## src/rtl/riscv_pipe_pkg.sv

```systemverilog
// riscv_pipe_pkg
//   Shared pipeline constants: datapath/register-index widths, the bit map of
//   the decoded control bundle, and the all-zero NOP control value.
package riscv_pipe_pkg;

  localparam int XLEN       = 64;
  localparam int REG_ADDR_W = 5;
  localparam int CTRL_W     = 8;

  // Decoded control bundle bit map
  localparam int REGWRITE  = 0;
  localparam int MEMREAD   = 1;
  localparam int MEMWRITE  = 2;
  localparam int MEMTOREG  = 3;
  localparam int ALUSRC    = 4;
  localparam int BRANCH    = 5;
  localparam int ALUOP_LSB = 6;
  localparam int ALUOP_MSB = 7;

  localparam logic [CTRL_W-1:0] CTRL_NOP = '0;

endpackage

```

## src/rtl/id_ex_stage_reg_operand_bypass.sv

```systemverilog
// operand_bypass
//   Purely combinational source-operand select feeding the ID/EX register.
//   Priority: x0 reads as zero, then the same-cycle writeback value (the
//   register file writes on the clock edge, so its read port is still stale
//   during this cycle), then the register file read data.
// Ports:
//   idx         source register index
//   rf_data     register file read data for this source
//   wb_regwrite writeback enable
//   wb_rd       writeback destination index
//   wb_data     writeback data
//   operand     selected operand value
module operand_bypass #(
  parameter int XLEN       = 64,
  parameter int REG_ADDR_W = 5
) (
  input  logic [REG_ADDR_W-1:0] idx,
  input  logic [XLEN-1:0]       rf_data,
  input  logic                  wb_regwrite,
  input  logic [REG_ADDR_W-1:0] wb_rd,
  input  logic [XLEN-1:0]       wb_data,
  output logic [XLEN-1:0]       operand
);

  always_comb begin
    operand = rf_data;
    if (idx == '0) begin
      operand = '0;
    end else if (wb_regwrite && (wb_rd == idx)) begin
      operand = wb_data;
    end
  end

endmodule

```

## src/rtl/id_ex_stage_reg.sv

```systemverilog
// id_ex_stage_reg
//   Decode-to-execute pipeline register. Captures both register-file read
//   ports (with x0 forcing and write-first writeback bypass) and the decoded
//   fields, detects load-use hazards against the instruction in EX and
//   inserts a one-cycle bubble, and honours flush/hold.
//   Edge priority: reset > flush > hold > load_use_stall > load.
//   Optional feature macro: ID_EX_PERF_CNT_EN adds perf_bubbles/perf_flushes.
// Ports:
//   clock, reset           rising-edge clock, synchronous active-high reset
//   in_*                   decode slot: valid, pc, imm, sources, dest, ctrl
//   rf_rd1, rf_rd2         register file read data
//   wb_regwrite/rd/data    writeback port (same as register file write)
//   flush, hold            redirect kill / downstream freeze
//   load_use_stall         combinational; upstream PC and IF/ID must hold
//   ex_*                   registered execute slot
//   perf_bubbles/flushes   (macro only) 32-bit wrapping event counters
module id_ex_stage_reg #(
  parameter int XLEN       = 64,
  parameter int REG_ADDR_W = 5,
  parameter int CTRL_W     = 8
) (
  input  logic                  clock,
  input  logic                  reset,
  input  logic                  in_valid,
  input  logic [XLEN-1:0]       in_pc,
  input  logic [XLEN-1:0]       in_imm,
  input  logic [REG_ADDR_W-1:0] in_rs1,
  input  logic [REG_ADDR_W-1:0] in_rs2,
  input  logic                  in_uses_rs1,
  input  logic                  in_uses_rs2,
  input  logic [REG_ADDR_W-1:0] in_rd,
  input  logic [CTRL_W-1:0]     in_ctrl,
  input  logic [XLEN-1:0]       rf_rd1,
  input  logic [XLEN-1:0]       rf_rd2,
  input  logic                  wb_regwrite,
  input  logic [REG_ADDR_W-1:0] wb_rd,
  input  logic [XLEN-1:0]       wb_data,
  input  logic                  flush,
  input  logic                  hold,
  output logic                  load_use_stall,
  output logic                  ex_valid,
  output logic [XLEN-1:0]       ex_pc,
  output logic [XLEN-1:0]       ex_imm,
  output logic [XLEN-1:0]       ex_rs1_data,
  output logic [XLEN-1:0]       ex_rs2_data,
  output logic [REG_ADDR_W-1:0] ex_rs1,
  output logic [REG_ADDR_W-1:0] ex_rs2,
  output logic [REG_ADDR_W-1:0] ex_rd,
`ifdef ID_EX_PERF_CNT_EN
  output logic [31:0]           perf_bubbles,
  output logic [31:0]           perf_flushes,
`endif
  output logic [CTRL_W-1:0]     ex_ctrl
);

  import riscv_pipe_pkg::*;

  logic                  ex_valid_q, ex_valid_d;
  logic [XLEN-1:0]       ex_pc_q, ex_pc_d;
  logic [XLEN-1:0]       ex_imm_q, ex_imm_d;
  logic [XLEN-1:0]       ex_rs1_data_q, ex_rs1_data_d;
  logic [XLEN-1:0]       ex_rs2_data_q, ex_rs2_data_d;
  logic [REG_ADDR_W-1:0] ex_rs1_q, ex_rs1_d;
  logic [REG_ADDR_W-1:0] ex_rs2_q, ex_rs2_d;
  logic [REG_ADDR_W-1:0] ex_rd_q, ex_rd_d;
  logic [CTRL_W-1:0]     ex_ctrl_q, ex_ctrl_d;

  logic [XLEN-1:0] op1, op2;
  logic            hazard;
  logic            stall;

  operand_bypass #(.XLEN(XLEN), .REG_ADDR_W(REG_ADDR_W)) u_bypass_rs1 (
    .idx        (in_rs1),
    .rf_data    (rf_rd1),
    .wb_regwrite(wb_regwrite),
    .wb_rd      (wb_rd),
    .wb_data    (wb_data),
    .operand    (op1)
  );

  operand_bypass #(.XLEN(XLEN), .REG_ADDR_W(REG_ADDR_W)) u_bypass_rs2 (
    .idx        (in_rs2),
    .rf_data    (rf_rd2),
    .wb_regwrite(wb_regwrite),
    .wb_rd      (wb_rd),
    .wb_data    (wb_data),
    .operand    (op2)
  );

  // A load in EX whose destination a real decode-slot source reads. Flush
  // kills the slot anyway and hold freezes everything, so neither stalls.
  always_comb begin
    hazard = in_valid && ex_valid_q && ex_ctrl_q[MEMREAD] && (ex_rd_q != '0) &&
             ((in_uses_rs1 && (ex_rd_q == in_rs1)) ||
              (in_uses_rs2 && (ex_rd_q == in_rs2)));
    stall  = hazard && !flush && !hold;
  end

  assign load_use_stall = stall;

  always_comb begin
    ex_valid_d    = ex_valid_q;
    ex_pc_d       = ex_pc_q;
    ex_imm_d      = ex_imm_q;
    ex_rs1_data_d = ex_rs1_data_q;
    ex_rs2_data_d = ex_rs2_data_q;
    ex_rs1_d      = ex_rs1_q;
    ex_rs2_d      = ex_rs2_q;
    ex_rd_d       = ex_rd_q;
    ex_ctrl_d     = ex_ctrl_q;
    if (flush || (!hold && stall)) begin
      // Kill or bubble: only valid and control matter, data fields keep value.
      ex_valid_d = 1'b0;
      ex_ctrl_d  = CTRL_NOP;
    end else if (!hold) begin
      ex_valid_d    = in_valid;
      ex_pc_d       = in_pc;
      ex_imm_d      = in_imm;
      ex_rs1_data_d = op1;
      ex_rs2_data_d = op2;
      ex_rs1_d      = in_rs1;
      ex_rs2_d      = in_rs2;
      ex_rd_d       = in_rd;
      ex_ctrl_d     = in_valid ? in_ctrl : CTRL_NOP;
    end
  end

  always_ff @(posedge clock) begin
    if (reset) begin
      ex_valid_q    <= 1'b0;
      ex_pc_q       <= '0;
      ex_imm_q      <= '0;
      ex_rs1_data_q <= '0;
      ex_rs2_data_q <= '0;
      ex_rs1_q      <= '0;
      ex_rs2_q      <= '0;
      ex_rd_q       <= '0;
      ex_ctrl_q     <= CTRL_NOP;
    end else begin
      ex_valid_q    <= ex_valid_d;
      ex_pc_q       <= ex_pc_d;
      ex_imm_q      <= ex_imm_d;
      ex_rs1_data_q <= ex_rs1_data_d;
      ex_rs2_data_q <= ex_rs2_data_d;
      ex_rs1_q      <= ex_rs1_d;
      ex_rs2_q      <= ex_rs2_d;
      ex_rd_q       <= ex_rd_d;
      ex_ctrl_q     <= ex_ctrl_d;
    end
  end

  assign ex_valid    = ex_valid_q;
  assign ex_pc       = ex_pc_q;
  assign ex_imm      = ex_imm_q;
  assign ex_rs1_data = ex_rs1_data_q;
  assign ex_rs2_data = ex_rs2_data_q;
  assign ex_rs1      = ex_rs1_q;
  assign ex_rs2      = ex_rs2_q;
  assign ex_rd       = ex_rd_q;
  assign ex_ctrl     = ex_ctrl_q;

`ifdef ID_EX_PERF_CNT_EN
  logic [31:0] perf_bubbles_q, perf_bubbles_d;
  logic [31:0] perf_flushes_q, perf_flushes_d;

  // stall already excludes hold; flushes are gated explicitly. Both wrap.
  always_comb begin
    perf_bubbles_d = perf_bubbles_q;
    perf_flushes_d = perf_flushes_q;
    if (stall) begin
      perf_bubbles_d = perf_bubbles_q + 32'd1;
    end
    if (flush && in_valid && !hold) begin
      perf_flushes_d = perf_flushes_q + 32'd1;
    end
  end

  always_ff @(posedge clock) begin
    if (reset) begin
      perf_bubbles_q <= '0;
      perf_flushes_q <= '0;
    end else begin
      perf_bubbles_q <= perf_bubbles_d;
      perf_flushes_q <= perf_flushes_d;
    end
  end

  assign perf_bubbles = perf_bubbles_q;
  assign perf_flushes = perf_flushes_q;
`endif

endmodule

```

## config.mk

```make
export PLATFORM = sky130hd
export DESIGN_NAME = id_ex_stage_reg
export DESIGN_NICKNAME = d
export VERILOG_FILES = /design/src/rtl/riscv_pipe_pkg.sv /design/src/rtl/id_ex_stage_reg_operand_bypass.sv /design/src/rtl/id_ex_stage_reg.sv
export SDC_FILE = /design/constraint.sdc
export NUM_CORES = 1
export LEC_CHECK = 0
export CAP_MARGIN = 40
export CORE_AREA = 4 4 244 246
export CTS_BUF_LIST = sky130_fd_sc_hd__clkbuf_8
export CTS_CLUSTER_DIAMETER = 200
export DETAILED_ROUTE_END_ITERATION = 10
export DIE_AREA = 0 0 248 250
export DONT_BUFFER_PORTS = 1
export GPL_ROUTABILITY_DRIVEN = 0
export HOLD_SLACK_MARGIN = 0.12
export SLEW_MARGIN = 30
export SYNTH_ARGS = -nofsm -noshare
export SYNTH_HDL_FRONTEND = slang
export SYNTH_SLANG_ARGS = --single-unit
```

## constraint.sdc

```tcl
create_clock -name clock -period 1.9 [get_ports clock]
set_input_delay 0.38 -clock clock [delete_from_list [all_inputs] [get_ports clock]]
set_output_delay 0.38 -clock clock [all_outputs]
set_load 0.1 [all_outputs]
```

==> reports/summary.txt, run 1 <==
Yosys cell types -> 30
top_reg_cell synth -> dfxtp_1
CTS Sinks -> 280
Post-Syn Nets -> 1912
CTS root buf -> clkbuf_8
hold buffer count at cts -> 542
stop err -> [ERROR RSZ-0060] Max buffer count reached.
status -> aborted with a tool error
Mapped Cells -> 1556
sequential share of the synthesized area -> 39.39%
Port Buffer Count -> 0
clock buffer depth -> 3
Avg Inst Size Synth -> 9.145 um2
Post-CTS Resized -> 174
placed cell count -> 2549
Rows -> 88
Post-DP HPWL -> 41810 um
number of synthesized register bits -> 280
die width -> 248 um
Halt Stage -> clock tree synthesis
Mapped Area -> 0.01423 mm2
cts bufs inserted -> 51
Ys Warns -> 0
H-tree lvl count -> 2
number of synthesized flops with an enable pin -> 0
die height -> 250 um
postcts setup bufs -> 34
Initial Utilization -> 24.81%
post-place setup slack -> -375.0 ps
IO Pins -> 637
ys async rst share -> 0%
-- kinds of logic after synthesis --
family,synth area share (%)
AOI/OAI and AO/OA,9.786
buffers and inverters,4.414
DFF,39.39
xor gates and xnor gates,1.231
and+or+nand+nor,23.75
muxes,21.43
-- cells in the mapped netlist, types with 9 or more instances --
master,instances,area share (%)
nand2b_1,286,13
buf_1,9,0.24
a21oi_1,129,4.5
dfxtp_1,280,39
buf_2,22,0.77
xnor2_1,12,0.74
nor2b_1,129,5.7
mux2i_1,143,10
nor2_1,12,0.32
nand3_1,128,4.5
mux2_2,81,6.4
o21ai_0,128,4.5
mux2_4,47,5.0
clkbuf_1,103,2.7
-- per-stage QoR --
step	TNS, ps	instance area (um2)
3_5_place_dp	-78930	17790
3_3_place_gp	-91300	17790
2_1_floorplan	-48540	14330
==> run 2, diff against run 1 <==
--- a/config.mk
+++ b/config.mk
@@ -6,14 +6,12 @@
 export NUM_CORES = 1
 export LEC_CHECK = 0
 export CAP_MARGIN = 40
-export CORE_AREA = 4 4 244 246
-export CTS_BUF_LIST = sky130_fd_sc_hd__clkbuf_8
-export CTS_CLUSTER_DIAMETER = 200
+export CORE_AREA = 4 4 243 245
 export DETAILED_ROUTE_END_ITERATION = 10
-export DIE_AREA = 0 0 248 250
+export DIE_AREA = 0 0 247 249
 export DONT_BUFFER_PORTS = 1
 export GPL_ROUTABILITY_DRIVEN = 0
-export HOLD_SLACK_MARGIN = 0.12
+export PLACE_DENSITY_LB_ADDON = 0.15
 export SLEW_MARGIN = 30
 export SYNTH_ARGS = -nofsm -noshare
 export SYNTH_HDL_FRONTEND = slang
==> constraint.sdc (replaced) <==
create_clock -name clock -period 2.5 [get_ports clock]
set_input_delay 0.5 -clock clock [delete_from_list [all_inputs] [get_ports clock]]
set_output_delay 0.5 -clock clock [all_outputs]
set_load 0.1 [all_outputs]
==> run 2 against run 1 <==
  * The run now ends clean
  * Synthesized cell count unchanged
  * Area after synthesis unchanged
==> reports/summary.txt, run 2 <==
initial antenna violation count -> 6
hold buffer count at cts -> 0
Tot Pwr -> 13.33 mW
Slowest-stage cell, CP -> dfxtp_4
WS Path Type -> flip-flop to output port
final hold vios -> 0
count of final max-slew check failures -> 0
ys async rst share -> 0%
DRT Pass-1 Iters -> 7
cell chain of the critical path -> xor2_1 -> nor4_2 -> a32oi_2 -> nor2_4 -> buf_12
HP Start -> in_pc[16]
die height -> 249 um
largest net degree at the start of global routing -> 418
endpoint with the worst hold slack -> ex_pc[16]
setup violators final -> 0
fillcell total -> 5894
Worst Setup Start Kind -> flip-flop
FF-to-FF path depth -> 8
actual transition at the worst max-transition pin -> 728.0 ps
clk_lat worst skew -> 530 ps
cts bufs inserted -> 36
clock buffer depth -> 3
total gr overflow -> 0
first-pass GRT wire length -> 81520 um
P per Cell Area -> 712.4 mW/mm2
Crit path largest cell delay -> 360 ps
Ys Warns -> 0
number of synthesized flops with an enable pin -> 0
Final ANT Viol Nets -> 0
worst relative slew slack -> 51.47%
Initial Utilization -> 24.90%
FF-to-FF setup slack -> 120 ps
Post-DP HPWL -> 41530 um
Post-Syn Nets -> 1912
CP bufs+invs -> 1
die width -> 247 um
number of global-route vias before repair -> 11980
Yosys cell types -> 30
clock transition at the registers of the reported paths -> 60 ps
Avg Inst Size Synth -> 9.145 um2
total number of vias -> 12120
Rows -> 88
Worst EP arrival -> 1910 ps
Max Cap Viol -> 0
CTS root buf -> clkbuf_16
VDD IR max -> 0.0005153 V
RR Startpoint -> ex_rd[1]
crit-path leading delay family -> simple AND/OR/NAND/NOR gates
unrepaired setup endpoints after global routing -> true
IO Pins -> 637
Req. time, crit path -> 2000 ps
clock skew -> 14.31 ps
Mapped Cells -> 1556
layout cell share with drive strength beyond 1 -> 29.85%
placed cell count -> 2508
most frequent cells in the layout -> buf_4 (307), nand2b_1 (286), dfxtp_1 (275), mux2i_1 (143)
TritonCTS clock tree -> done
crit-path max FO -> 5
crit path time final -> 2405 ps
ranking of synthesized cells by area -> dfxtp_1 (39%), nand2b_1 (13%), mux2i_1 (10%)
top_reg_cell synth -> dfxtp_1
P_leak -> 8.098 nW
Final nets -> 2141
Detailed Route WL -> 57010 um
Hold Path Class -> input port to flip-flop
Tcrit/Tclk final -> 96.20%
most frequent cell after synthesis -> nand2b_1
GRT Total Usage -> 17.34%
maximum clock frequency -> 415.8 MHz
Worst Hold Depth -> 2
initial drt markers -> 885
Synth top area share -> 39.39%
P&R area growth vs syn -> 31.48%
H-tree lvl count -> 2
status -> complete, no violations
most common cell after layout, fill and taps aside -> buf_4
sequential share of the synthesized area -> 39.39%
# DRC -> 0
Mapped Area -> 0.01423 mm2
Post-synth top cells -> nand2b_1 (286), dfxtp_1 (280), mux2i_1 (143), a21oi_1 (129), nor2b_1 (129)
CTS Sinks -> 280
RR Endpoint -> ex_rs2_data[52]
non-filler cells, final -> 2581
Port Buffer Count -> 0
critical path capture point type -> output port
die area -> 0.06150 mm2
routed vias/inst -> 4.694
per-cell routed wire length -> 22.09 um
Core Area -> 0.05714 mm2
number of synthesized register bits -> 280
post-synth top area cell -> dfxtp_1
==> run 2: cell counts after synthesis <==
Identical to the previous run, type by type.
==> run 2: logic make-up after synthesis <==
group | count (synthesis) | synth area share, %
and+or+nand+nor | 570 | 23.75
buffers and inverters | 144 | 4.414
xor gates and xnor gates | 20 | 1.231
muxes | 271 | 21.43
DFF | 280 | 39.39
AOI/OAI and AO/OA | 271 | 9.786
==> run 2: what timing repair did <==
action | 4_1_cts | 5_1_grt
resized for setup | 3 | 3
buffers inserted | 1 | 3
cloned | 0 | 1
pin swaps | 3 | 4
endpoints found under the setup margin | 1 | 1
==> run 2: through the flow <==
| stage | area, um2 | util, % | hold slack, ps | setup slack [ps] | setup TNS (ps) |
|---|---|---|---|---|---|
| 6_report | 18710 | 32.74 | 111.6 | 94.96 | 0 |
| 3_5_place_dp | 17440 | 30.52 | 472.8 | 142.4 | 0 |
| 5_1_grt | 18700 | 32.73 | 84.95 | -33.44 | -48.50 |
| 4_1_cts | 18630 | 32.60 | 64.30 | 3.864 | 0 |
| 3_3_place_gp | 17440 | 30.52 | 471.2 | 97.72 | 0 |
| 2_1_floorplan | 14240 | - | 644.1 | 106.7 | 0 |
==> run 2: area by class of cell <==
| cell class | instances | area (um2) | area share (%) |
|---|---|---|---|
| clock buffer | 52 | 1082 | 5.785 |
| multi-input combinational | 1132 | 8080 | 43.19 |
| clock inverter | 10 | 87.58 | 0.4681 |
| tap | 765 | 957.2 | 5.116 |
| antenna | 7 | 17.52 | 0.09363 |
| timing repair buffer | 335 | 2870 | 15.34 |
| sequential | 280 | 5614 | 30.01 |
==> run 2: power by group <==
group	internal (mW)	total (mW)	switching [mW]
Combinational	0.872	3.36	2.48
Sequential	4.69	4.76	0.0683
Clock	3.11	5.21	2.10
==> run 2: worst max-delay path by stage <==
| stage | from | end | slack (ps) | cells past startpoint |
|---|---|---|---|---|
| after floorplan | ex_valid | ex_rs1_data[16] | 110 | 7 |
| after global placement | in_rs2[1] | ex_imm[58] | 100 | 7 |
| after detailed placement | in_rs2[1] | ex_imm[44] | 140 | 7 |
| after CTS | ex_rd[4] | load_use_stall | 4 | 5 |
| after global routing | ex_rd[1] | load_use_stall | -30 | 5 |
| final | ex_rd[1] | load_use_stall | 90 | 5 |
==> run 2: worst reg2reg max path, stage by stage, from the launching register on <==
cell,delay (ps)
dfxtp_4,360
xor2_1,170
nor4_2,290
a32oi_2,220
buf_4,190
o21ai_4,220
buf_12,220
buf_12,250
mux2_2,360
==> run 2: per-layer routing <==
| layer | part of all wire (%) | global-route usage [%] | up-vias |
|---|---|---|---|
| met5 | 0 | 0 | - |
| met4 | 3.6 | 6.743 | 0 |
| met3 | 8.7 | 5.350 | 105 |
| met2 | 49 | 29.38 | 494 |
| met1 | 39 | 20.42 | 5756 |
| li1 | - | - | 5761 |
Power figures use the tool's default switching activity.
